`config.mk`:
```
export PLATFORM = sky130hd
export DESIGN_NAME = at_cmd_sequencer
export DESIGN_NICKNAME = d
export VERILOG_FILES = /design/src/rtl/at_ctrl_pkg.sv /design/src/rtl/at_timeout_timer.sv /design/src/rtl/at_cmd_sequencer.sv
export SDC_FILE = /design/constraint.sdc
export NUM_CORES = 1
export LEC_CHECK = 0
export ABC_AREA = 1
export CAP_MARGIN = 20
export CORE_MARGIN = 4
export CORE_UTILIZATION = 50
export CTS_BUF_LIST = sky130_fd_sc_hd__clkbuf_4
export CTS_CLUSTER_SIZE = 12
export DETAILED_ROUTE_END_ITERATION = 7
export PLACE_DENSITY_LB_ADDON = 0.1
export SYNTH_ARGS = -nofsm -noshare
export SYNTH_HDL_FRONTEND = slang
export SYNTH_SLANG_ARGS = --single-unit
```
`constraint.sdc`:
```
create_clock -name iCLK -period 1.7 [get_ports iCLK]
set_input_delay 0.34 -clock iCLK [delete_from_list [all_inputs] [get_ports iCLK]]
set_output_delay 0.34 -clock iCLK [all_outputs]
set_load 0.005 [all_outputs]
```
`src/rtl/at_ctrl_pkg.sv`:
```
// Shared types and helpers for the AT-command bring-up sequencer.
package at_ctrl_pkg;

    typedef enum logic [3:0] {
        IDLE,
        FETCH,
        LOAD,
        SEND,
        TX_ACK,
        WAIT_TX,
        WAIT_RESP,
        GAP,
        DONE,
        FAULT
    } state_t;

    localparam logic [7:0] LF_BYTE = 8'h0A;

    function automatic int cycles_from_ms(input longint clk, input longint ms);
        return int'((clk * ms) / longint'(1000));
    endfunction

endpackage

```
`src/rtl/at_timeout_timer.sv`:
```
// Saturating down-counter; expired marks the TERM-th enabled cycle after clr
// (TERM=0 behaves as 1) and stays high until the next clr.
module at_timeout_timer #(
    parameter int TERM = 1
) (
    input  logic clk,
    input  logic rst_n,
    input  logic clr,
    input  logic en,
    output logic expired
);

    localparam int W = (TERM < 2) ? 1 : $clog2(TERM + 1);
    localparam logic [W-1:0] LOAD_VAL = W'(TERM);

    logic [W-1:0] cnt;

    always_ff @(posedge clk or negedge rst_n) begin
        if (!rst_n) begin
            cnt <= LOAD_VAL;
        end else if (clr) begin
            cnt <= LOAD_VAL;
        end else if (en && (cnt != '0)) begin
            cnt <= cnt - W'(1);
        end
    end

    assign expired = (cnt <= W'(1));

endmodule

```
`src/rtl/at_cmd_sequencer.sv`:
```
// Streams LF-terminated AT commands from ROM to the UART transmitter and
// advances, retries or faults on the parser's OK / ERROR / timeout verdict.
//   state     | meaning
//   IDLE      | waiting for start        FETCH  | ROM read latency cycle
//   LOAD      | latch ROM byte           SEND   | wait for idle tx, pulse tx_start
//   TX_ACK    | let tx_busy rise         WAIT_TX| wait end of byte, LF -> response
//   WAIT_RESP | awaiting OK/ERROR/timeout GAP   | idle spacing before next send
//   DONE      | all commands OK          FAULT  | retries exhausted
module at_cmd_sequencer
    import at_ctrl_pkg::*;
#(
    parameter int CLK_FREQ    = 50_000_000,
    parameter int NUM_CMDS    = 7,
    parameter int TIMEOUT_CYC = cycles_from_ms(longint'(CLK_FREQ), longint'(2000)),
    parameter int MAX_RETRY   = 3,
    parameter int GAP_CYC     = 50_000,
    parameter int ROM_AW      = 8
) (
    input  logic              iCLK,
    input  logic              RST_n,
    input  logic              start,
    output logic [ROM_AW-1:0] rom_addr,
    input  logic [7:0]        rom_data,
    output logic [7:0]        tx_data,
    output logic              tx_start,
    input  logic              tx_busy,
    output logic              resp_wait,
    input  logic              rx_ok,
    input  logic              rx_error,
    output logic [3:0]        cmd_idx,
    output logic [1:0]        retry_cnt,
    output logic              seq_done,
    output logic              seq_fault
);

    state_t            state, state_nxt;
    logic [ROM_AW-1:0] cmd_base, cmd_base_nxt, rom_addr_nxt;
    logic [7:0]        tx_data_nxt;
    logic              tx_start_nxt, resp_wait_nxt, seq_done_nxt, seq_fault_nxt;
    logic [3:0]        cmd_idx_nxt;
    logic [1:0]        retry_cnt_nxt;
    logic              resp_exp, gap_exp;
    logic              last_cmd, can_retry, resp_ok, resp_fail;

    at_timeout_timer #(.TERM(TIMEOUT_CYC)) u_resp_timer (
        .clk     (iCLK),
        .rst_n   (RST_n),
        .clr     (state != WAIT_RESP),
        .en      (state == WAIT_RESP),
        .expired (resp_exp)
    );

    at_timeout_timer #(.TERM(GAP_CYC)) u_gap_timer (
        .clk     (iCLK),
        .rst_n   (RST_n),
        .clr     (state != GAP),
        .en      (state == GAP),
        .expired (gap_exp)
    );

    // rx_error dominates; an OK arriving on the expiry cycle still wins over the timeout
    assign last_cmd  = (cmd_idx == 4'(NUM_CMDS - 1));
    assign can_retry = (retry_cnt < 2'(MAX_RETRY));
    assign resp_ok   = rx_ok && !rx_error;
    assign resp_fail = rx_error || (resp_exp && !rx_ok);

    always_ff @(posedge iCLK or negedge RST_n) begin
        if (!RST_n) begin
            state     <= IDLE;
            rom_addr  <= '0;
            cmd_base  <= '0;
            tx_data   <= '0;
            tx_start  <= 1'b0;
            resp_wait <= 1'b0;
            cmd_idx   <= '0;
            retry_cnt <= '0;
            seq_done  <= 1'b0;
            seq_fault <= 1'b0;
        end else begin
            state     <= state_nxt;
            rom_addr  <= rom_addr_nxt;
            cmd_base  <= cmd_base_nxt;
            tx_data   <= tx_data_nxt;
            tx_start  <= tx_start_nxt;
            resp_wait <= resp_wait_nxt;
            cmd_idx   <= cmd_idx_nxt;
            retry_cnt <= retry_cnt_nxt;
            seq_done  <= seq_done_nxt;
            seq_fault <= seq_fault_nxt;
        end
    end

    always_comb begin
        state_nxt = state;
        case (state)
            IDLE, DONE, FAULT: if (start) state_nxt = FETCH;
            FETCH:             state_nxt = LOAD;
            LOAD:              state_nxt = SEND;
            SEND:              if (!tx_busy) state_nxt = TX_ACK;
            TX_ACK:            state_nxt = WAIT_TX;
            WAIT_TX:           if (!tx_busy) state_nxt = (tx_data == LF_BYTE) ? WAIT_RESP : FETCH;
            WAIT_RESP: begin
                if (resp_ok)        state_nxt = last_cmd ? DONE : GAP;
                else if (resp_fail) state_nxt = can_retry ? GAP : FAULT;
            end
            GAP:               if (gap_exp) state_nxt = FETCH;
            default:           state_nxt = IDLE;
        endcase
    end

    always_comb begin
        rom_addr_nxt  = rom_addr;
        cmd_base_nxt  = cmd_base;
        tx_data_nxt   = tx_data;
        tx_start_nxt  = 1'b0;
        resp_wait_nxt = resp_wait;
        cmd_idx_nxt   = cmd_idx;
        retry_cnt_nxt = retry_cnt;
        seq_done_nxt  = seq_done;
        seq_fault_nxt = seq_fault;
        case (state)
            IDLE, DONE, FAULT: begin
                if (start) begin
                    rom_addr_nxt  = '0;
                    cmd_base_nxt  = '0;
                    cmd_idx_nxt   = '0;
                    retry_cnt_nxt = '0;
                    seq_done_nxt  = 1'b0;
                    seq_fault_nxt = 1'b0;
                end
            end
            LOAD: tx_data_nxt = rom_data;
            SEND: if (!tx_busy) tx_start_nxt = 1'b1;
            WAIT_TX: begin
                if (!tx_busy) begin
                    if (tx_data == LF_BYTE) resp_wait_nxt = 1'b1;
                    else                    rom_addr_nxt  = rom_addr + ROM_AW'(1);
                end
            end
            WAIT_RESP: begin
                if (resp_ok) begin
                    resp_wait_nxt = 1'b0;
                    if (last_cmd) begin
                        seq_done_nxt = 1'b1;
                    end else begin
                        retry_cnt_nxt = '0;
                        cmd_idx_nxt   = cmd_idx + 4'd1;
                        cmd_base_nxt  = rom_addr + ROM_AW'(1);
                        rom_addr_nxt  = rom_addr + ROM_AW'(1);
                    end
                end else if (resp_fail) begin
                    resp_wait_nxt = 1'b0;
                    if (can_retry) begin
                        retry_cnt_nxt = retry_cnt + 2'd1;
                        rom_addr_nxt  = cmd_base;
                    end else begin
                        seq_fault_nxt = 1'b1;
                    end
                end
            end
            default: ;
        endcase
    end

endmodule
```
==> impl_results.md, run 1 <==
- Starting Density: roughly half
- Total Wirelength: between 10000 and 15000 microns
- FF+latch count, synth: roughly 80
- Grt total ovfl: 0
- Unrepaired setup endpoints after global routing: yes
- EDFF count, synth: 0
- R2R Path Start: u_resp_timer.cnt[13]
- Clock period minus worst slack: around 1.8 ns
- Vias in the first global route: approximately 4.5k
- Drt drc: 0
- Synth-to-Final Area Change: 39.13%
- PD cells: ~1100 nW/um^2
- Status: complete, but fails checks
- Final Hold Violating Endpoints: 0
- Share of cells above drive strength 1: 32.61%
- Total track usage: around 22%
- Most frequent cells in the layout: nand2_1 (143), buf_4 (97), inv_1 (83)
- Ys async rst share: between 90% and 100%
- Worst setup SP type: flop
- Peak VDD IR: approximately 0.84 mV
- Leak pwr: between 3 and 4 nW
- Most common cell after layout, fill and taps aside: nand2_1
- Warnings from Yosys: 0
- 1st-pass router iterations: 5
- Worst Path Arrival: approximately 2.1 ns
- Initial antenna violation count: 0
- Clock Root Buffer: clkbuf_4
- Sequential fraction of the synthesis area: about 43%
- CTS tree: yes
- Row cnt: 35
- # IOs: 40
- Die height: around 110 microns
- Largest net degree at the start of global routing: 39
- Via density per instance: about 5.2
- Max_slew headroom: 74.22%
- Req. time, crit path: 2.05 ns
- Longest Clk Path Bufs: 2
- Skew-Pair Late Insertion Delay: between 0.4 and 0.5 ns
- Setup_tns: -0.1183 ns
- Via count: approximately 4.7k
- Reg-to-reg endpoint: rom_addr[4]
- Final worst setup slack: -0.06475 ns
- Max-cap violations: 0
- Die width: between 100 and 150 microns
- Avg Synthesized Cell Area: between 7 and 8 sq um
- Max Slew Vio Count: 0
- Peak Freq: between 500 and 600 MHz
- Crit-path max FO: 8
- Clk sinks: slightly above 80
- Final #Nets: 800
- Top FF cell, synth: dfrtp_1
- Hold Path Class: input pin to asynchronous set/reset pin
- Diode count: 0
- Clk_skew: 0.01609 ns
- WHS: between 0.3 and 0.4 ns
- Routability Congestion: 0.8772
- Reg2Reg Depth: 10
- Detail Placement HPWL: between 8000 and 9000 microns
- Tcrit/Tclk final: 103.8%
- # port buffers: 39
- Wire length of the first global-routing pass: 20520 microns
- Synth cell types: 38
- Critical path class: flop to flop
- Total CTS buffers: 9
- Setup crit end: rom_addr[4]
- Post-DR wirelength/cell: roughly 14 microns
- Final setup vio count: 6
- Worst Tran Pin Value: 0.3867 ns
- Syn Std Cell Area: between 4000 and 5000 sq um
- Worst-path clk slew: around 0.15 ns
- Failing checks: setup timing
- Antenna-violating nets left: 0
- Core region area: slightly above 9000 sq um
- Setup crit end kind: flop
- H-tree depth: 3
- Syn Nets: approximately 660
- R2r setup slk: -0.06 ns
- Crit path from: u_resp_timer.cnt[13]
- Die area: approximately 11000 sq um
- Syn Inst Count: 632
- Initial DRC Count: 173
## power breakdown
| group | internal [mW] | leakage, nW | total (mW) | switching (mW) |
|---|---|---|---|---|
| registers | 2.18 | 1.03 | 2.38 | 0.202 |
| clock network | 0.769 | 0.0972 | 1.50 | 0.733 |
| logic | 1.34 | 2.29 | 3.03 | 1.69 |
## how the worst min path moves through the flow
stage,depth (start not counted),slack [ns],start,endpoint
final,2,0.33,RST_n,u_gap_timer.cnt[13]
after global routing,2,0.35,RST_n,state[3]
after CTS,2,0.34,RST_n,u_gap_timer.cnt[10]
after detailed placement,1,0.29,RST_n,u_gap_timer.cnt[10]
after global placement,1,0.29,RST_n,u_gap_timer.cnt[10]
after floorplan,0,0.04,RST_n,cmd_base[0]
## through the flow
| step | worst slack [ns] | utilization (%) | power [mW] | instances | instance area (sq um) |
|---|---|---|---|---|---|
| 2_1_floorplan | 0.1301 | - | 3.947 | 632 | 4723 |
| 3_3_place_gp | -0.2695 | 61.77 | 5.017 | 837 | 5680 |
| 3_5_place_dp | -0.3349 | 61.77 | 5.069 | 837 | 5680 |
| 4_1_cts | -0.005467 | 65.63 | 6.670 | 870 | 6036 |
| 5_1_grt | -0.1575 | 71.46 | 7.384 | 893 | 6571 |
| 6_report | -0.06475 | 71.46 | 6.912 | 893 | 6571 |
## timing repair
action	CTS	global route
hold buffers	1	0
endpoints found under the hold margin	16	0
endpoints found under the setup margin	46	74
pin swaps	5	40
resized for setup	24	113
setup buffers	16	23
## kinds of logic (layout without fill, tap and decap cells)
group,Yosys count,in the layout,share of synthesized area [%]
AOI/OAI and AO/OA,64,64,7.974
xor gates and xnor gates,16,16,2.967
adders and majority gates,9,9,2.384
buffers and inverters,104,254,9.086
DFF,81,81,43.39
and+or+nand+nor,358,358,34.20
## cell type report
type	instances	area, sq um
fillers	709	2625
multi-input cells	447	2557
flip-flops and latches	81	2062
repair buffers	145	1269
inverters	93	354.1
well taps	111	138.9
clock inverters	6	115.1
clock buffers	10	75.07
## cell usage after synthesis, types with 9 or more instances
cell     number  share of area, %
o22ai_1      17               2.3
a21oi_1      13               1.4
xor2_1       11               2.0
nor2_1       78               6.2
dfrtp_1      63                33
dfstp_2      18                10
nand3_1      48               5.1
o21ai_0      18               1.9
nor3_1       21               2.2
nand2_1     163                13
nand4_1      17               2.3
ha_1          9               2.4
inv_1        86               6.8
## registers in the layout, indices dropped and copies added (netlist names)
name,cells
cmd_idx,4
seq_done,1
retry_cnt,2
cmd_base,8
resp_wait,1
u_gap_timer.cnt,16
state,4
u_resp_timer.cnt,27
tx_data,8
tx_start,1
seq_fault,1
rom_addr,8
## worst max-delay path, cell delays in order (launching register included)
cell	delay, ns
dfstp_2	0.63
nor2_4	0.05
nand2_2	0.09
nor2_4	0.05
nand2_1	0.08
nor2_2	0.05
nor2_2	0.16
nand3_4	0.19
buf_8	0.20
nand3_2	0.09
nand2_1	0.07
## metal layers
metal / up-vias / share of wire [%] / track usage, %
li1: 2330 / - / -
met1: 2221 / 44 / 29.43
met2: 117 / 51 / 37.93
met3: 18 / 4.2 / 3.088
met4: 0 / 1.4 / 6.186
met5: - / 0 / 0
No activity file was read; power rests on OpenSTA's default activity.
==> run 2, diff against run 1 <==
--- a/config.mk
+++ b/config.mk
@@ -12,7 +12,8 @@
 export CTS_BUF_LIST = sky130_fd_sc_hd__clkbuf_4
 export CTS_CLUSTER_SIZE = 12
 export DETAILED_ROUTE_END_ITERATION = 7
-export PLACE_DENSITY_LB_ADDON = 0.1
+export GPL_TIMING_DRIVEN = 0
+export PLACE_DENSITY = 0.7
 export SYNTH_ARGS = -nofsm -noshare
 export SYNTH_HDL_FRONTEND = slang
 export SYNTH_SLANG_ARGS = --single-unit
==> run 2 against run 1 <==
  * The run still ends with setup timing left
  * Non-clock buffer count down 29
  * Hold slack better by 0.027 ns
  * Sequential cell count is the same
  * Count of clock-buffer cells in the layout fell by 1
  * Utilization down 2.7 points
  * Highest routed layer unchanged
  * Final cell count down 3.1%
  * Die area stayed put
  * Largest cell class unchanged
==> impl_results.md, run 2 (same netlist as run 1, synthesis figures left out) <==
- Synth-to-Final Area Change: 33.77%
- Crit-path max FO: 5
- Initial DRC Count: 170
- Req. time, crit path: 2.03 ns
- Reg-to-reg endpoint: state[3]
- Setup_tns: -0.1243 ns
- Most common cell after layout, fill and taps aside: nand2_1
- Total CTS buffers: 9
- Leak pwr: 3.253 nW
- Status: complete, but fails checks
- Final worst setup slack: -0.04488 ns
- Post-place setup slack: -0.5645 ns
- Worst Tran Pin Value: roughly 0.47 ns
- PD cells: between 1000 and 1500 nW/um^2
- Longest Clk Path Bufs: 2
- Diode count: 0
- Peak Freq: 573.1 MHz
- Worst Path Arrival: between 2 and 2.5 ns
- Antenna-violating nets left: 0
- # port buffers: 39
- Post-DR wirelength/cell: 14.34 microns
- Clock Root Buffer: clkbuf_4
- Detail Placement HPWL: ~8100 microns
- Critical path class: flop to flop
- Largest net degree at the start of global routing: 52
- Setup crit end: state[3]
- Failing checks: setup timing
- Reg2Reg Depth: 10
- Setup crit end kind: flop
- Initial antenna violation count: 0
- Worst setup SP type: flop
- Die area: between 10000 and 15000 sq um
- Vias in the first global route: roughly 4.5k
- Hold Path Class: input pin to asynchronous set/reset pin
- Final Hold Violating Endpoints: 0
- Via density per instance: between 5 and 6
- H-tree depth: 3
- Total Wirelength: between 10000 and 15000 microns
- Clk_skew: around 0.022 ns
- Max_slew headroom: approximately 68%
- Clk sinks: 81
- R2r setup slk: -0.04 ns
- Flip-flop count of the largest register after layout: 27
- Routability Congestion: a little over 0.9
- Tcrit/Tclk final: 102.6%
- Via count: 4577
- Most frequent cells in the layout: nand2_1 (138), inv_1 (83), buf_4 (63)
- Max-cap violations: 0
- Peak VDD IR: 0.8220 mV
- Core region area: around 9000 sq um
- Crit path from: u_resp_timer.cnt[2]
- Largest regs: u_resp_timer.cnt (27), u_gap_timer.cnt (16)
- Total track usage: between 20% and 30%
- Drt drc: 0
- Final setup vio count: 9
- FILL cells: between 700 and 800
- Starting Density: 51.36%
- Skew-Pair Late Insertion Delay: between 0.4 and 0.5 ns
- Wire length of the first global-routing pass: roughly 20000 microns
- Final #Nets: 772
- Top reg by flops: u_resp_timer.cnt
- Worst-path clk slew: ~0.16 ns
- Row cnt: 35
- Clock period minus worst slack: between 1.5 and 2 ns
- R2R Path Start: u_resp_timer.cnt[2]
- Unrepaired setup endpoints after global routing: yes
- Share of cells above drive strength 1: between 20 and 30%
- Die width: around 110 microns
- # IOs: 40
- Grt total ovfl: 0
- CTS tree: yes
- 1st-pass router iterations: 5
- Max Slew Vio Count: 0
- Die height: roughly 110 microns
[run 2: changes by cell type in the layout (fill, tap and decap cells not counted), moves of 3 or more]
cell | before | now
nand2_1 | 143 | 138
o22ai_2 | 6 | 0
nor2_2 | 24 | 19
nand2_2 | 23 | 27
nor2_4 | 17 | 20
buf_2 | 0 | 4
o22ai_1 | 11 | 17
bufinv_16 | 3 | 0
buf_4 | 97 | 63
[run 2: power breakdown]
group | internal [mW] | switching (mW) | leakage [nW] | total [mW]
Combinational | 1.29 | 1.75 | 2.17 | 3.04
Clock | 0.310 | 0.764 | 0.0570 | 1.07
Sequential | 2.18 | 0.198 | 1.03 | 2.38
Total | 3.78 | 2.71 | 3.25 | 6.50
[run 2: layer usage]
layer,track usage (%),vias up,wire (microns)
met2,37.16,103,6348
met4,6.467,0,172
li1,-,2266,-
met5,0,-,0
met1,28.93,2189,5443
met3,4.880,19,439
[run 2: worst max-delay path: stages, from the launching register on]
cell and delay, ns:
dfrtp_2 0.48, nor2_4 0.18, nand2_2 0.09, nor2_1 0.17, nand2_1 0.09, nor2_2 0.16
nor2_4 0.07, nand3_4 0.11, nand3_2 0.12, nand2_1 0.10, nand2_1 0.06
[run 2: cell type report]
type / instances / area (sq um) / area share [%]
Buffer: 11 / 88.84 / 1.406
Clock buffer: 9 / 67.56 / 1.069
Clock inverter: 7 / 52.55 / 0.8317
Inverter: 93 / 364.1 / 5.762
Multi-Input combinational cell: 448 / 2580 / 40.83
Sequential cell: 81 / 2064 / 32.67
Tap cell: 111 / 138.9 / 2.198
Timing Repair Buffer: 105 / 962.2 / 15.23
[run 2: through the flow]
stage                     power (mW)  hold WS, ns  utilization (%)  cells  instance area [sq um]
after floorplan                3.947      0.04441                -    632                   4723
after global placement         4.666       0.4641            57.12    782                   5253
after detailed placement       4.736       0.3100            57.39    783                   5278
after CTS                      6.104       0.3623            62.87    835                   5782
after global routing           7.001       0.3528            68.71    865                   6319
final                          6.497       0.3602            68.71    865                   6319
[run 2: worst min-delay path by stage]
stage	start	end	slack (ns)	cells after the start
2_1_floorplan	RST_n	cmd_base[0]	0.04	0
3_3_place_gp	resp_wait	resp_wait	0.46	2
3_5_place_dp	RST_n	u_gap_timer.cnt[12]	0.31	1
4_1_cts	RST_n	u_gap_timer.cnt[5]	0.36	2
5_1_grt	RST_n	u_gap_timer.cnt[3]	0.35	2
6_report	RST_n	rom_addr[5]	0.36	2
[run 2: timing repair]
item	CTS	global route
hold endpoints to repair	27	0
hold buffers	1	0
pin swaps	14	30
buffers inserted	33	31
endpoints found under the setup margin	76	81
gates resized for setup	46	101
cloned	2	0
==> run 3, diff against run 2 <==
--- a/config.mk
+++ b/config.mk
@@ -6,6 +6,7 @@
 export NUM_CORES = 1
 export LEC_CHECK = 0
 export ABC_AREA = 1
+export ABC_CLOCK_PERIOD_IN_PS = 1700
 export CAP_MARGIN = 20
 export CORE_MARGIN = 4
 export CORE_UTILIZATION = 50
==> results of run 3 <==
Same layout as run 2: the final DEF is identical, and so are final timing and power.
